File: config.mk
export PLATFORM = sky130hd
export DESIGN_NAME = serial_sub
export DESIGN_NICKNAME = d
export VERILOG_FILES = /design/src/rtl/serial_sub.sv
export SDC_FILE = /design/constraint.sdc
export NUM_CORES = 1
export LEC_CHECK = 0
export BUFFER_PORTS_ARGS = -buffer_cell sky130_fd_sc_hd__buf_2
export CORE_ASPECT_RATIO = 0.9
export CORE_MARGIN = 2
export CORE_UTILIZATION = 41
export DETAILED_ROUTE_END_ITERATION = 6
export GPL_TIMING_DRIVEN = 0
export HOLD_SLACK_MARGIN = 0.1
export MAX_ROUTING_LAYER = met4
export SKIP_CTS_REPAIR_TIMING = 1
export SKIP_LAST_GASP = 1
export SYNTH_ARGS = -nofsm -noshare
export SYNTH_HDL_FRONTEND = slang
export SYNTH_SLANG_ARGS = --single-unit
File: constraint.sdc
create_clock -name clk -period 3.7 [get_ports clk]
set_clock_uncertainty 0.2 [all_clocks]
set_input_delay 0.74 -clock clk [delete_from_list [all_inputs] [get_ports clk]]
set_output_delay 0.74 -clock clk [all_outputs]
set_load 0.01 [all_outputs]
File: src/rtl/serial_sub.sv
// Bit-serial LSB-first unsigned subtractor with valid/ready handshakes on both sides.
// Optional SERIAL_SUB_ADD_EN adds a mode input: mode=1 adds and reports carry-out on borrow.
module serial_sub #(
  parameter int WIDTH = 8
) (
  input  logic             clk,
  input  logic             rst_n,
  input  logic             in_valid,
  output logic             in_ready,
  input  logic [WIDTH-1:0] a,
  input  logic [WIDTH-1:0] b,
`ifdef SERIAL_SUB_ADD_EN
  input  logic             mode,
`endif
  output logic             out_valid,
  input  logic             out_ready,
  output logic [WIDTH-1:0] diff,
  output logic             borrow
);

  // state | meaning
  // IDLE  | waiting for operands, in_ready=1
  // RUN   | shifting one bit per cycle, WIDTH cycles
  // DONE  | result presented, waiting for out_ready
  localparam int CW = $clog2(WIDTH + 1);

  generate
    if (WIDTH < 2 || WIDTH > 32) begin : g_bad_width
      $error("serial_sub: WIDTH must be in 2..32");
    end
  endgenerate

  typedef enum logic [1:0] {IDLE, RUN, DONE} state_t;

  state_t           state, state_next;
  logic [WIDTH-1:0] sa, sb, sd;
  logic             carry;
  logic [CW-1:0]    cnt;
  logic             borrow_r;
  logic             sub;
  logic             load_sub;
  logic             accept;
  logic             last_bit;
  logic             b_bit;
  logic             d_bit;
  logic             c_next;

  // sub selects b inversion and the polarity of the reported carry-out.
`ifdef SERIAL_SUB_ADD_EN
  logic sub_r;
  assign load_sub = ~mode;
  assign sub      = sub_r;
`else
  assign load_sub = 1'b1;
  assign sub      = 1'b1;
`endif

  assign b_bit  = sb[0] ^ sub;
  assign d_bit  = sa[0] ^ b_bit ^ carry;
  assign c_next = (sa[0] & b_bit) | (sa[0] & carry) | (b_bit & carry);

  always_ff @(posedge clk or negedge rst_n) begin
    if (!rst_n) begin
      state <= IDLE;
    end else begin
      state <= state_next;
    end
  end

  always_comb begin
    state_next = state;
    in_ready   = 1'b0;
    out_valid  = 1'b0;
    accept     = 1'b0;
    last_bit   = 1'b0;
    case (state)
      IDLE: begin
        in_ready = 1'b1;
        accept   = in_valid;
        if (in_valid) state_next = RUN;
      end
      RUN: begin
        last_bit = (cnt == CW'(WIDTH - 1));
        if (last_bit) state_next = DONE;
      end
      DONE: begin
        out_valid = 1'b1;
        if (out_ready) state_next = IDLE;
      end
      default: state_next = IDLE;
    endcase
  end

  always_ff @(posedge clk or negedge rst_n) begin
    if (!rst_n) begin
      sa       <= '0;
      sb       <= '0;
      sd       <= '0;
      carry    <= 1'b0;
      cnt      <= '0;
      borrow_r <= 1'b0;
`ifdef SERIAL_SUB_ADD_EN
      sub_r    <= 1'b0;
`endif
    end else if (accept) begin
      sa    <= a;
      sb    <= b;
      sd    <= '0;
      carry <= load_sub;
      cnt   <= '0;
`ifdef SERIAL_SUB_ADD_EN
      sub_r <= load_sub;
`endif
    end else if (state == RUN) begin
      sa    <= sa >> 1;
      sb    <= sb >> 1;
      sd    <= {d_bit, sd[WIDTH-1:1]};
      carry <= c_next;
      cnt   <= cnt + CW'(1);
      // Subtract reports inverted carry-out (borrow); add reports carry-out directly.
      if (last_bit) borrow_r <= c_next ^ sub;
    end
  end

  assign diff   = sd;
  assign borrow = borrow_r;

endmodule

Yosys cells after proc, flatten, opt, wreduce, memory -nomap -nowiden
Cells that the tools add are included.
Widths: inputs -> output; s select.
- register bits after elaboration: 32
- latch bits: 0
- bits in writable memories: 0
- ROM bits: 0
- input bits: 20
- output and inout port bits: 11
- logic and storage cells: 46
- memories: 0
- $add $sub $neg: 1
- multipliers: 0
- div/mod/pow operators: 0
- order comparisons: 0
- eq/ne operators: 6
- shifts and indexed selects: 0
- multiplexer cells: 18
- bitwise operators: 10
- reductions and logical operators: 4
- operators with widths (cell ; number):
    $mux 8 ; 6
    $mux 4 ; 2
    $mux 1 ; 6
    $mux 2 ; 3
    $ne 2x2->1 const B ; 3
    $pmux 2 s3 ; 1
    $reduce_and 3->1 ; 2
    $add 4x1->4 const B ; 1
    $eq 4x3->1 const B ; 1
    $and 1x1->1 ; 3
    $not 1->1 ; 3
    $eq 2x1->1 const B ; 1
    $eq 2x2->1 const B ; 1
    $logic_not 2->1 ; 1
    $or 1x1->1 ; 2
    $reduce_bool 2->1 ; 1
    $xor 1x1->1 ; 2

Longest topological paths before layout
Gate-level depths: netlist of run 1.
- depth in word-level cells: 6
- mapped depth: 5
- depth with buffers taken out: 4

Worst setup path before layout of run 1
No wires, ideal clock.
- path type: input -> register
- start: input in_valid
- end: register cnt[0]
- setup time: 0.123 ns
- arrival time: 1.457 ns
- data required time: 3.377 ns
- setup slack: 1.921 ns
- stages on the path: 5
- path buffers: 2
- cell sequence: or3b_1 buf_6 buf_6 nand3_1 o21ai_1
- cells in the longest elaborated chain, start to end: 2
- elaborated cells between the ends (all ways): 3
- those cells by class: mux (2); reduce/logical (1)
- ends and longest elaborated chain (what ; line ; RTL):
    start: declaration ; 8 ; input logic in_valid,
    $mux 1 * ; 76 ; case (state)
    $mux 4 / $reduce_bool 2->1 (equally long branches) ; -- ;
    end signal: assignment ; 119 ; cnt <= cnt + CW'(1);
    end: declaration ; 38 ; logic [CW-1:0] cnt;
Mark *: on every way between the ends. The rest lies on a longest branch, timed or not.
A chain may end at the register's enable or synchronous reset.

Worst setup path after layout of run 1
- start: register state[0]
- end: output out_valid
- cells in the longest elaborated chain, start to end: 2
- ends and longest elaborated chain (what ; line ; RTL):
    start: declaration ; 35 ; state_t state, state_next;
    start signal: assignment ; 66 ; state <= state_next;
    $eq 2x2->1 ; 76 ;
    $mux 1 ; 76 ;
    end: declaration ; 15 ; output logic out_valid,
No other way between the ends.

==> reports/results.ini, run 1 <==
[power]
p_sw_uw = 564.4
power_frac_clock = 0.184
peakVddDrop_mv = 0.4219
p_seq_frac = 0.414
p_total_uw = 1478
combPwrFrac = 0.402
p_per_area_nw_per_um2 = 847.0
internal_power_uw = 914.0
p_leak_uw = 0.0009133
netSwitchingFraction = 0.3818

[timing]
rsz0062_at_grt = no
fmax_mhz = 497.7
worst_pin_slew_ns = 0.7026
setup_viol = 0
finalSetupTns_ns = 0
finalCritPeriodShare = 0.5431
maxSlewViolCount = 0
fin_crit_ns = 2.009
holdWs_ns = 0.2891
maxSlewHeadroom = 0.5316
hold_violations = 0

[grt]
grt_max_degree = 33
overflow = 0
antenna_found_initial = 0
grt_first_pass_wirelength_microns = 5133
gr-usage-all-layers = 0.1841
first_global_vias = 1094

[routing]
wl_met2_microns = 1408
initialDrtViolationCount = 58
wl_met3_microns = 164
top_layer = met4
detail-route-antenna-nets = 0
wl_per_cell_microns = 13.15
drcViolationCount = 0
wl_met1_microns = 1496
drt-total-wl_microns = 3116
num_vias = 1193
drtPass1Iterations = 4
vias_per_cell = 5.034

[cells_and_area]
fillCellCount = 336
fin_nets = 214
diodes = 0
instances_no_fill = 237
area_growth_pct = 20.36
drive_gt1_frac = 0.2487

[synth]
synth_mux_area_frac = 0.01381
yosysTopAreaCell = dfrtp_1
ys_ff_latch = 32
synth_fa_ha_area_frac = 0.02243
seq_area_frac_synth = 0.5522
yosys.area_share.simple = 0.2623
yosys.area_share.xor_xnor = 0
synth-compound-area-share = 0.07852
synthTopCellsByArea = dfrtp_1 55%, nand2_1 13%, nand3_1 5.5%, a31oi_1 4.7%, buf_6 3.9%
yosys-top-cells-count = 50 x nand2_1, 32 x dfrtp_1, 16 x nand3_1, 12 x nor2_1, 11 x a31oi_1
post-synth-top-count-cell = nand2_1
dominantRegCellSynth = dfrtp_1
synthArstFlopShare = 1.000
synthesis.area_sq_um = 1450
synth.top_cell.area_share = 0.5522
ys.warnings.count = 0
ys_types = 24
synth-edff-count = 0
synthCells = 155
syn_area_per_cell_sq_um = 9.356
synth_nets = 177
synth_top_family_by_area = simple AND/OR/NAND/NOR gates

[clock_tree]
root_buffer = clkbuf_8
clk_latency_ns = 0.28
cts_buffers = 5
h-tree-depth = 2
cts.path.max_buffers = 2
cts_tree = built
cts.sink_count = 32
clk_pin_slew_ns = 0.06

[die]
start_util = 0.4293
core_area_sq_um = 3378
rows = 20
ios = 31
dieArea_sq_um = 4029
die_w_microns = 66.69
fp.dieH_microns = 60.42

[setup_path]
worstRegToRegCells = 5
cp_max_fo = 7
r2r_start = state[0]$_DFFE_PN0P_
cp_data_required_time_ns = 2.76
start_kind = flip-flop
end_kind = output port
rrSetupSlack_ns = 2.09
criticalPathCategory = flip-flop to output port
r2r-end = sb[6]$_DFFE_PN0P_
crit_start = state[0]$_DFFE_PN0P_
arrival_ns = 1.07
critPathCapture = out_valid

[placed_design]
dp.final_hpwl_microns = 2217
port-buffer-count = 30
gp_congestion = 0.7551
place_inst = 229

[status]
status = completed

[run]
cap_violations = 0

[worst_hold_path]
hp-class = flip-flop to flip-flop

## worst max-delay path: stages (launching register included)
cell and delay [ns]:
dfrtp_1 0.44, nand2b_1 0.18, inv_1 0.05, buf_2 0.12
## worst min path at each step
stage | depth (start not counted) | to | from | slack, ns
finish | 2 | diff[4]$_DFFE_PN0P_ | diff[5]$_DFFE_PN0P_ | 0.29
CTS | 1 | cnt[3]$_DFFE_PN0P_ | cnt[3]$_DFFE_PN0P_ | 0.28
global route | 2 | diff[4]$_DFFE_PN0P_ | diff[5]$_DFFE_PN0P_ | 0.31
floorplan | 0 | borrow$_DFFE_PN0P_ | rst_n | 0.24
global placement | 1 | cnt[3]$_DFFE_PN0P_ | cnt[3]$_DFFE_PN0P_ | 0.26
detailed placement | 1 | cnt[3]$_DFFE_PN0P_ | cnt[3]$_DFFE_PN0P_ | 0.27
## cell usage in the layout, fill, tap and decap left out, types with 3 or more instances in the layout
master	count
nand2_1	50
buf_2	34
dfrtp_1	32
nand3_1	16
nor2_1	12
a31oi_1	11
clkbuf_8	6
buf_6	5
inv_1	3
o21ai_1	3
## cell type report
class | count | area, sq um | share of cell area
repair buffers | 30 | 150.1 | 0.08602
inverters | 3 | 11.26 | 0.006452
well taps | 44 | 55.05 | 0.03154
clock buffers | 8 | 90.09 | 0.05161
flip-flops and latches | 32 | 800.8 | 0.4588
multi-input cells | 109 | 546.8 | 0.3133
plain buffers | 11 | 91.34 | 0.05233
## per-stage QoR
| stage | setup slack [ns] | util | instance area, sq um |
|---|---|---|---|
| after detailed placement | 1.741 | 0.4900 | 1655 |
| after CTS | 1.685 | 0.5167 | 1745 |
| after floorplan | 1.921 | - | 1450 |
| final | 1.691 | 0.5167 | 1745 |
| after global placement | 1.794 | 0.4900 | 1655 |
| after global routing | 1.610 | 0.5167 | 1745 |
## sequential cells by signal, indices dropped and copies added, names as in the netlist
name	flops
cnt	4
state	2
sb	8
carry	1
diff	8
sa	8
borrow	1
## layer usage
metal | track usage | up-vias
li1 | - | 588
met1 | 0.2386 | 565
met2 | 0.2700 | 33
met3 | 0.06122 | 7
met4 | 0.06997 | 0
met5 | - | -
## cell families after synthesis
logic type | count (synthesis)
AO/OA/AOI/OAI | 18
AND/OR/NAND/NOR | 87
adder cells (fa/ha/maj) | 2
buffers and inverters | 14
flip-flops | 32
multiplexers | 2
## power groups by stage
stage	logic (uW)	registers, uW	clock network [uW]
2_1_floorplan	416	613	0
3_3_place_gp	582	608	0
3_5_place_dp	604	617	0
4_1_cts	606	611	279
5_1_grt	675	632	300
6_report	594	612	272
(Power assumes the default switching activity.)
==> inputs of run 2 (changes only) <==
--- a/config.mk
+++ b/config.mk
@@ -13,6 +13,7 @@
 export GPL_TIMING_DRIVEN = 0
 export HOLD_SLACK_MARGIN = 0.1
 export MAX_ROUTING_LAYER = met4
+export PLACE_DENSITY = 0.65
 export SKIP_CTS_REPAIR_TIMING = 1
 export SKIP_LAST_GASP = 1
 export SYNTH_ARGS = -nofsm -noshare
==> constraint.sdc (replaced) <==
create_clock -name clk -period 1.7 [get_ports clk]
set_clock_uncertainty 0.2 [all_clocks]
set_input_delay 0.34 -clock clk [delete_from_list [all_inputs] [get_ports clk]]
set_output_delay 0.34 -clock clk [all_outputs]
set_load 0.01 [all_outputs]
==> reports/results.ini, run 2 (synthesis results as in run 1) <==
[status]
status = completed  ; unchanged

[cells_and_area]
final_cell_mix = 50 x nand2_1, 34 x buf_2, 32 x dfrtp_1  ; unchanged
post-route-util = 0.5307  ; was 0.5167
drive_gt1_frac = 0.2424  ; was 0.2487
diodes = 0  ; unchanged
area_growth_pct = 23.64  ; was 20.36%
final_common_cell = nand2_1  ; unchanged
multi_input_area_sq_um = 546.8  ; unchanged
fin_nets = 220  ; was 214
fillCellCount = 314  ; was 336
regArea_sq_um = 800.8  ; unchanged
instances_no_fill = 242  ; was 237

[power]
p_sw_uw = 1246  ; was 564.4 uW
p_leak_uw = 0.0009339  ; was 0.0009133 uW
p_per_area_nw_per_um2 = 1779  ; was 847.0 nW/um^2
netSwitchingFraction = 0.3906  ; was 0.3818
power_frac_clock = 0.173  ; was 0.184
p_seq_frac = 0.416  ; was 0.414
combPwrFrac = 0.411  ; was 0.402
internal_power_uw = 1944  ; was 914.0 uW
peakVddDrop_mv = 0.7945  ; was 0.4219 mV

[timing]
fin_crit_ns = 1.643
maxSlewHeadroom = 0.5266  ; was 0.5316
holdWs_ns = 0.09267  ; was 0.2891 ns
finalSetupTns_ns = 0  ; unchanged
finalCritPeriodShare = 0.9667
maxSlewViolCount = 0  ; unchanged
fmax_mhz = 608.5
rsz0062_at_grt = no  ; unchanged
hold_violations = 0  ; unchanged
worst_pin_slew_ns = 0.7101  ; was 0.7026 ns
setup_viol = 0  ; unchanged

[setup_path]
r2r_start = state[0]$_DFFE_PN0P_  ; unchanged
cp_data_required_time_ns = 1.16  ; was 2.76 ns
end_kind = output port  ; unchanged
rrSetupSlack_ns = 0.09  ; was 2.09 ns
arrival_ns = 1.10  ; was 1.07 ns
start_kind = flip-flop  ; unchanged
cp_max_fo = 7  ; unchanged
worstRegToRegCells = 5  ; unchanged
criticalPathCategory = flip-flop to output port  ; unchanged
r2r-end = sb[6]$_DFFE_PN0P_  ; unchanged

[clock_tree]
h-tree-depth = 2  ; unchanged
clk_latency_ns = 0.28  ; about the same
root_buffer = clkbuf_8  ; unchanged
cts.path.max_buffers = 2  ; unchanged
cts_buffers = 5  ; unchanged
clk_pin_slew_ns = 0.07  ; was 0.06 ns
cts.sink_count = 32  ; unchanged
cts_tree = built  ; unchanged

[die]
ios = 31  ; unchanged
die_w_microns = 66.69  ; unchanged
start_util = 0.4293  ; unchanged
core_area_sq_um = 3378  ; unchanged
fp.dieH_microns = 60.42  ; unchanged
rows = 20  ; unchanged
dieArea_sq_um = 4029  ; unchanged

[routing]
drt-total-wl_microns = 3213  ; was 3116 microns
detail-route-antenna-nets = 0  ; unchanged
num_vias = 1202  ; was 1193
drtPass1Iterations = 4  ; unchanged
drcViolationCount = 0  ; unchanged
vias_per_cell = 4.967  ; was 5.034
initialDrtViolationCount = 63  ; was 58
wl_per_cell_microns = 13.28  ; was 13.15 microns

[grt]
grt_first_pass_wirelength_microns = 5092  ; was 5133 microns
overflow = 0  ; unchanged
first_global_vias = 1079  ; was 1094
gr-usage-all-layers = 0.1826  ; was 0.1841
grt_max_degree = 33  ; unchanged
antenna_found_initial = 0  ; unchanged

[run]
cap_violations = 0  ; unchanged

[worst_hold_path]
hold-path-cell-count = 3  ; was 2
min_to = sa[1]$_DFFE_PN0P_  ; was diff[4]$_DFFE_PN0P_
hp-start = a[1]  ; was diff[5]$_DFFE_PN0P_
hp-class = input pin to flip-flop  ; was flip-flop to flip-flop

[placed_design]
place_inst = 229  ; unchanged
dp.final_hpwl_microns = 2194  ; was 2217 microns
port-buffer-count = 30  ; unchanged
gp_congestion = 0.7601  ; was 0.7551

==> run 2: how the worst max path moves through the flow <==
stage / start / slack [ns] / depth (start not counted) / end
floorplan: state[0]$_DFFE_PN0P_ / 0.20 / 5 / cnt[0]$_DFFE_PN0P_
global placement: state[0]$_DFFE_PN0P_ / 0.13 / 5 / sb[1]$_DFFE_PN0P_
detailed placement: state[0]$_DFFE_PN0P_ / 0.11 / 5 / sa[1]$_DFFE_PN0P_
CTS: state[0]$_DFFE_PN0P_ / 0.06 / 3 / out_valid
global route: state[0]$_DFFE_PN0P_ / 0.003 / 3 / out_valid
finish: state[0]$_DFFE_PN0P_ / 0.06 / 3 / out_valid
==> run 2: per-layer routing <==
metal  global-route usage  up-vias  share of wire
li1                     -      595              -
met1               0.2358      584           0.49
met2               0.2729       17           0.47
met3              0.06122        6          0.035
met4              0.06122        0          0.013
met5                    -        -              0
==> run 2: final cells by class <==
cell class                      count  area share
Sequential cell                    32      0.4466
Clock inverter                      1    0.002791
Buffer                             11     0.05094
Multi-Input combinational cell    109      0.3050
Clock buffer                        6     0.04047
Tap cell                           44     0.03070
Inverter                            3    0.006281
Timing Repair Buffer               36      0.1172
==> run 2: per-stage QoR <==
stage / instance area [sq um] / worst slack (ns) / total power, uW
floorplan: 1450 / 0.2047 / 2240
global placement: 1655 / 0.1254 / 2588
detailed placement: 1655 / 0.1052 / 2652
CTS: 1733 / 0.06090 / 3201
global route: 1793 / 0.002624 / 3448
finish: 1793 / 0.05663 / 3190
==> run 2: power groups by stage <==
| stage | clock network (uW) | registers (uW) | logic (uW) |
|---|---|---|---|
| floorplan | 0 | 1330 | 906 |
| global placement | 0 | 1320 | 1270 |
| detailed placement | 0 | 1340 | 1320 |
| CTS | 557 | 1320 | 1320 |
| global route | 594 | 1370 | 1490 |
| finish | 551 | 1330 | 1310 |
==> run 2: critical path, stage by stage, from the launching register on <==
cell,delay (ns)
dfrtp_1,0.46
nand2b_1,0.19
inv_1,0.06
buf_2,0.12
